===== src/rtl/feedback_scorer.sv =====
// Mastermind-style scorer: counts exact-position and color-only matches between a latched
// guess and secret, one peg (EXACT) or one peg pair (COLOR) per cycle, with fixed latency.
module feedback_scorer #(
   parameter int NUM_PEGS = 4
) (
   input  logic                    clk,
   input  logic                    resetn,
   input  logic                    start,
   input  logic [3*NUM_PEGS-1:0]   guess,
   input  logic [3*NUM_PEGS-1:0]   secret,
   output logic [2:0]              c_place,
   output logic [2:0]              c_color,
   output logic                    win,
   output logic                    busy,
   output logic                    done
);

   localparam int IW = (NUM_PEGS > 1) ? $clog2(NUM_PEGS) : 1;
   localparam logic [IW-1:0] LAST = IW'(NUM_PEGS - 1);

   typedef enum logic [1:0] {S_IDLE, S_EXACT, S_COLOR, S_DONE} state_t;

   state_t                  r_state;
   state_t                  w_state_next;
   logic [3*NUM_PEGS-1:0]   r_g;
   logic [3*NUM_PEGS-1:0]   r_s;
   logic [IW-1:0]           r_i;
   logic [IW-1:0]           r_j;
   logic [NUM_PEGS-1:0]     r_gused;
   logic [NUM_PEGS-1:0]     r_sused;
   logic [2:0]              r_place;
   logic [2:0]              r_color;

   logic [2:0]              w_g [NUM_PEGS];
   logic [2:0]              w_s [NUM_PEGS];
   logic                    w_exact_hit;
   logic                    w_color_hit;
   logic                    w_last_pair;

   genvar gi;
   generate
      for (gi = 0; gi < NUM_PEGS; gi++) begin : g_unpack
         assign w_g[gi] = r_g[3*gi +: 3];
         assign w_s[gi] = r_s[3*gi +: 3];
      end
   endgenerate

   assign w_exact_hit = (w_g[r_i] == w_s[r_i]);
   assign w_color_hit = !r_gused[r_i] && !r_sused[r_j] && (w_g[r_i] == w_s[r_j]);
   assign w_last_pair = (r_i == LAST) && (r_j == LAST);

   always_ff @(posedge clk) begin
      if (!resetn) begin
         r_state <= S_IDLE;
      end else begin
         r_state <= w_state_next;
      end
   end

   always_comb begin
      w_state_next = r_state;
      busy         = 1'b0;
      done         = 1'b0;
      case (r_state)
         S_IDLE: begin
            if (start) w_state_next = S_EXACT;
         end
         S_EXACT: begin
            busy = 1'b1;
            if (r_i == LAST) w_state_next = S_COLOR;
         end
         S_COLOR: begin
            busy = 1'b1;
            if (w_last_pair) w_state_next = S_DONE;
         end
         S_DONE: begin
            done         = 1'b1;
            w_state_next = S_IDLE;
         end
         default: w_state_next = S_IDLE;
      endcase
   end

   always_ff @(posedge clk) begin
      if (!resetn) begin
         r_g     <= '0;
         r_s     <= '0;
         r_i     <= '0;
         r_j     <= '0;
         r_gused <= '0;
         r_sused <= '0;
         r_place <= '0;
         r_color <= '0;
         c_place <= '0;
         c_color <= '0;
         win     <= 1'b0;
      end else begin
         case (r_state)
            S_IDLE: begin
               if (start) begin
                  r_g     <= guess;
                  r_s     <= secret;
                  r_i     <= '0;
                  r_j     <= '0;
                  r_gused <= '0;
                  r_sused <= '0;
                  r_place <= '0;
                  r_color <= '0;
               end
            end
            S_EXACT: begin
               if (w_exact_hit) begin
                  r_place        <= r_place + 3'd1;
                  r_gused[r_i]   <= 1'b1;
                  r_sused[r_i]   <= 1'b1;
               end
               r_i <= (r_i == LAST) ? '0 : r_i + 1'b1;
            end
            S_COLOR: begin
               if (w_color_hit) begin
                  r_color        <= r_color + 3'd1;
                  r_gused[r_i]   <= 1'b1;
                  r_sused[r_j]   <= 1'b1;
               end
               if (r_j == LAST) begin
                  r_j <= '0;
                  r_i <= (r_i == LAST) ? '0 : r_i + 1'b1;
               end else begin
                  r_j <= r_j + 1'b1;
               end
               // The final pair's hit is folded in here, since r_color only updates on this same edge.
               if (w_last_pair) begin
                  c_place <= r_place;
                  c_color <= r_color + {2'b00, w_color_hit};
                  win     <= (r_place == 3'(NUM_PEGS));
               end
            end
            default: ;
         endcase
      end
   end

endmodule


===== config.mk =====
export PLATFORM = sky130hd
export DESIGN_NAME = feedback_scorer
export DESIGN_NICKNAME = d
export VERILOG_FILES = /design/src/rtl/feedback_scorer.sv
export SDC_FILE = /design/constraint.sdc
export NUM_CORES = 1
export LEC_CHECK = 0
export CAP_MARGIN = 20
export CORE_UTILIZATION = 41
export DETAILED_ROUTE_END_ITERATION = 6
export SYNTH_ARGS = -nofsm -noshare
export SYNTH_HDL_FRONTEND = slang
export SYNTH_SLANG_ARGS = --single-unit

===== constraint.sdc =====
create_clock -name clk -period 2.94 [get_ports clk]
set_clock_uncertainty 0.05 [all_clocks]
set_input_delay 0.588 -clock clk [delete_from_list [all_inputs] [get_ports clk]]
set_output_delay 0.588 -clock clk [all_outputs]
set_load 0.005 [all_outputs]

Word-level counts from Yosys, hierarchy flattened
Index checks and enable logic that the tools add are counted.
Word-level totals
  bits in registers: 51
  bits of input ports: 27
  output and inout port bits: 9
  word-level logic and storage cells: 103
Cells by class
  $add $sub $neg: 5
  order comparisons: 6
  eq/ne operators: 14
  muxes and demuxes: 41
  bitwise gates (word level): 5
  reductions and logical operators: 20
Operators with widths (count)
  2-to-1 mux 3 bit: 9
  case mux 4 bit (3 select lines): 2
  2-to-1 mux 4 bit: 5
  binary-select mux 3 bit (select 2 bit): 3
  2-to-1 mux 2 bit: 7
  inequality test 2 bit, second input constant: 6
  OR 4 bit: 3
  case mux 3 bit (2 select lines): 2
  AND reduction 3 bit: 4
  == test 2 bit, second input constant: 4
  case mux 2 bit (4 select lines): 1
  adder 3 x 1 -> 3 bit, second input constant: 2
  == test 3 bit: 2
  greater-or-equal comparator 3 bit, second input constant: 2
  < comparator 2 x 3 -> 1 bit, second input constant: 2
  2-to-1 mux 1 bit: 6
  NOT 2 -> 3 bit: 2
  case mux 2 bit (3 select lines): 1
  AND reduction 2 bit: 3
  logical AND 1 bit: 5
  adder 2 x 1 -> 2 bit, second input constant: 2
  binary-select mux 1 bit (select 2 bit): 2
  demux 1 bit (select 2 bit): 2
  greater-or-equal comparator 2 x 1 -> 1 bit, second input constant: 2
  other kinds (10): 12

Longest topological paths before layout
  depth after elaboration: 8
  depth in mapped cells: 8
  depth with buffers taken out: 7

Least setup slack after synthesis
Ideal clock, no wire load.
  kind: reg2reg
  start point: register r_i[0]
  end point: register c_color[2]
  library setup time: 0.086 ns
  data arrival time: 2.237 ns
  required time: 2.804 ns
  setup slack: 0.568 ns
  cell stages (with the launch flop): 9
  path buffers: 1
  clock period less this slack: 2.372 ns
  cell sequence: dfxtp_1 buf_6 mux4_2 or2_4 nor4_2 ha_1 ha_1 xnor2_1 a211oi_1
On the way
  longest elaborated chain between the ends: 7
  elaborated cells between the ends (all ways): 14
  classes of those cells: add/sub: 1; eq/ne: 2; mux: 5; bitwise: 1; reduce/logical: 5
Ends and longest elaborated chain
  start, declared: RTL line 27  | logic [IW-1:0] r_i;
  start signal, assigned: RTL line 117  | r_i <= (r_i == LAST) ? '0 : r_i + 1'b1;
  start signal, assigned: RTL line 127  | r_i <= (r_i == LAST) ? '0 : r_i + 1'b1;
  NOT 2 -> 3 bit (not written as such): RTL line 49  | assign w_color_hit = !r_gused[r_i] && !r_sused[r_j] && (w_g[r_i] == w_s[r_j]);
  binary-select mux 3 bit (select 2 bit): RTL line 49
  2-to-1 mux 3 bit (not written as such) (2 in a row): RTL line 49
  == test 3 bit: RTL line 49
  logical AND 1 bit: RTL line 49
  adder 3 x 1 -> 3 bit: RTL line 134  | c_color <= r_color + {2'b00, w_color_hit};
  end signal, assigned: RTL line 134
  end, declared: RTL line 12  | output logic [2:0] c_color,
Parallel ways exist; a longest one is shown, timed or not. The select of a mux whose other input is x is not followed.
A chain may end at the register's enable or synchronous reset.

Worst setup path in the final report
Ends and elaborated chain as after synthesis.

==> results.py <==
metrics = {
    "timing": {
        "setup_viol": 0,
        "max_slew_margin_pct": 47.5,
        "finalCritPeriodShare_pct": 89.4,
        "setup_tns_ns": 0,
        "period_needed_ns": 2.63,
        "fin_worst_hold_slack_ns": 0.409,
        "slew_viol_final": 0,
        "layout_setup_ws_ns": 0.310,
        "worstMarginPinSlew_ns": 0.785,
        "rsz0062_at_grt": "no",
        "finalHoldViolCount": 0,
        "clock.fmax_mhz": 380,
    },
    "routing": {
        "drc": 0,
        "via_per_inst": 5.21,
        "drtIter0Drc": 84,
        "firstDrtPassIters": 4,
        "num_vias": 2114,
        "antenna_left": 0,
        "routed_wl_um": 5720,
        "wl_per_cell_um": 14.1,
    },
    "placement": {
        "hpwl_um": 4210,
        "pre_cts_ws_ns": 0.282,
        "io_buffer_count": 35,
        "gp_congestion": 0.819,
    },
    "global_route": {
        "grt_pass1_wl_um": 9520,
        "grt_max_degree": 25,
        "antenna_found_initial": 0,
        "grt.total_usage_pct": 18.6,
        "grt_pass1_vias": 2005,
        "grt.overflow.total": 0,
    },
    "worst_setup_path": {
        "cpMostUsedCell": "ha_1",
        "cp.required_ns": 3.12,
        "reg2reg_to": "c_color[2]",
        "regToRegSetupSlack_ns": 0.31,
        "cp_data_arrival_time_ns": 2.81,
        "path_max_fanout": 11,
        "cp-start-kind": "register",
        "slowest_delay_ns": 0.68,
        "r2r-start": "r_i[0]",
        "end_kind": "register",
        "crit_chain": "mux4_1, xor2_1, nor4_2, ha_1, ha_1, xnor2_1, a211oi_1",
        "r2r_cells": 7,
        "worst_path_max_delay_cell": "mux4_1",
        "critPathKind": "reg -> reg",
    },
    "logic_synthesis": {
        "synth-compound-area-share_pct": 14.6,
        "yosysTopAreaCellShare_pct": 38.4,
        "synth-xor-area-share_pct": 3.58,
        "syn-num-nets": 343,
        "avgSynthCellArea_um2": 8.89,
        "synth-seq-cells": 51,
        "ys.flop_type": "dfxtp_1",
        "ys_types": 35,
        "synth_area_leaders": "dfxtp_1, nand2_1, ha_1",
        "ys_top_cells_by_count": "nand2_1, dfxtp_1, a21oi_1",
        "yosysMostFrequentCell": "nand2_1",
        "synthMuxAreaShare_pct": 13.4,
        "ys_warn_count": 0,
        "synthArstFlopShare_pct": 0,
        "synth_edf_count": 0,
        "synth_seq_area_share_pct": 38.4,
        "syn_inst": 299,
        "synth_top_area_cell": "dfxtp_1",
        "synth_top_family_by_area": "simple AND/OR/NAND/NOR gates",
        "synthAdderAreaFrac_pct": 8.00,
        "yosys.area_share.simple_pct": 17.5,
        "synth_area_um2": 2660,
    },
    "clocking": {
        "max-clock-path-buffers": 2,
        "ctsResizeCount": 0,
        "numCtsBuffers": 5,
        "clkTransAtPathRegs_ns": 0.09,
        "cts_tree": "built",
        "clk_latency_ns": 0.31,
        "clock-root-buffer": "clkbuf_8",
        "cts_hold_buf": 0,
        "cts_num_sinks": 51,
        "postCtsSetupBuffers": 0,
        "htreeDepth": 2,
    },
    "min_path": {
        "holdPathEnd": "r_g[1]",
        "worstHoldPathCells": 2,
        "min-delay-path-class": "reg -> reg",
        "hp-start": "r_g[1]",
    },
    "power": {
        "leakage_nw": 1.22,
        "ir_drop_uv": 305,
        "cellPowerDensity_nw_per_um2": 770,
    },
    "layout": {
        "antenna_cells": 0,
        "final_util_pct": 52.3,
        "post_route_cells_drive_above_1_share_pct": 10.9,
        "syn_to_final_growth_pct": 19.9,
        "fin_nets": 374,
    },
    "die": {
        "die_y_um": 82.5,
        "core-area_um2": 6100,
        "initial_core_util_pct": 43.6,
        "num_io_pins": 36,
        "die-area_um2": 6810,
        "dieWidth_um": 82.5,
        "row_count": 28,
    },
    "run_status": {
        "outcome": "completed",
    },
    "job": {
        "max-cap-violations": 0,
    },
}
critical path: cells and delay by family, from the launching register on:
kind                       cells  cell delay [ns]
DFF                            1             0.65
AOI/OAI and AO/OA              1             0.21
xor gates and xnor gates       2             0.47
and+or+nand+nor                1             0.10
muxes                          1             0.68
adders and majority gates      2             0.39
layout by cell type (no fill, tap or decap), types with 2 or more instances in the layout:
cell type        count
mux2i_1              3
mux4_2               8
nand2_1             76
a31oi_1              2
ha_1                17
and2_1               2
nand2b_1             3
o22ai_1              2
clkdlybuf4s50_1     35
nor2_1              18
a41oi_1              8
buf_4                5
nand3_1              8
inv_1               13
a21o_1               3
dfxtp_1             51
mux4_1               3
xor2_1               8
clkbuf_8             6
a21oi_1             37
nor3_1               2
mux2_2               6
metal layers:
| layer | vias to the layer above | wire [µm] | share of wire (%) | track usage [%] |
|---|---|---|---|---|
| met1 | 978 | 2860 | 50 | 24.6 |
| met5 | - | 0 | 0 | 0 |
| met4 | 0 | 102 | 1.8 | 6.55 |
| li1 | 1087 | - | - | - |
| met3 | 10 | 146 | 2.6 | 3.41 |
| met2 | 39 | 2610 | 46 | 30.3 |
state kept, by name, summed over array words and instances (netlist names):
register,cells
r_place,3
c_color,3
r_gused,4
r_color,3
r_i,2
r_state,2
r_g,12
win,1
c_place,3
r_s,12
r_j,2
r_sused,4
layout make-up:
type / count / area [µm²]
fillers: 600 / 2910
well taps: 75 / 93.8
clock buffers: 6 / 82.6
multi-input cells: 219 / 1520
flip-flops and latches: 51 / 1020
clock inverters: 2 / 35.0
inverters: 13 / 48.8
repair buffers: 40 / 388
kinds of logic (layout without fill, tap and decap cells):
group | Yosys count | after routing
AND/OR/NAND/NOR | 112 | 112
AO/OA/AOI/OAI | 60 | 60
flip-flops | 51 | 51
buffers and inverters | 29 | 61
multiplexers | 20 | 20
adder cells (fa/ha/maj) | 17 | 17
XOR/XNOR | 10 | 10
through the flow:
| stage | instance area [µm²] | power, mW | cells |
|---|---|---|---|
| floorplan | 2660 | 1.69 | 299 |
| global placement | 3070 | 1.95 | 398 |
| detailed placement | 3070 | 1.96 | 398 |
| CTS | 3190 | 2.48 | 406 |
| global route | 3190 | 2.63 | 406 |
| finish | 3190 | 2.45 | 406 |
worst max-delay path by stage:
stage               cells after the start    endpoint    from
CTS                                     7  c_color[2]  r_i[0]
global placement                        7  c_color[2]  r_i[0]
floorplan                               8  c_color[2]  r_i[0]
detailed placement                      7  c_color[2]  r_i[0]
finish                                  7  c_color[2]  r_i[0]
global route                            7  c_color[2]  r_i[0]
power breakdown:
group	total (mW)	leakage (nW)	switching, mW	internal, mW
logic	1.04	0.748	0.572	0.467
clock network	0.506	0.0612	0.230	0.276
registers	0.909	0.416	0.114	0.795
Note: power is estimated with default switching activity, not from simulation.
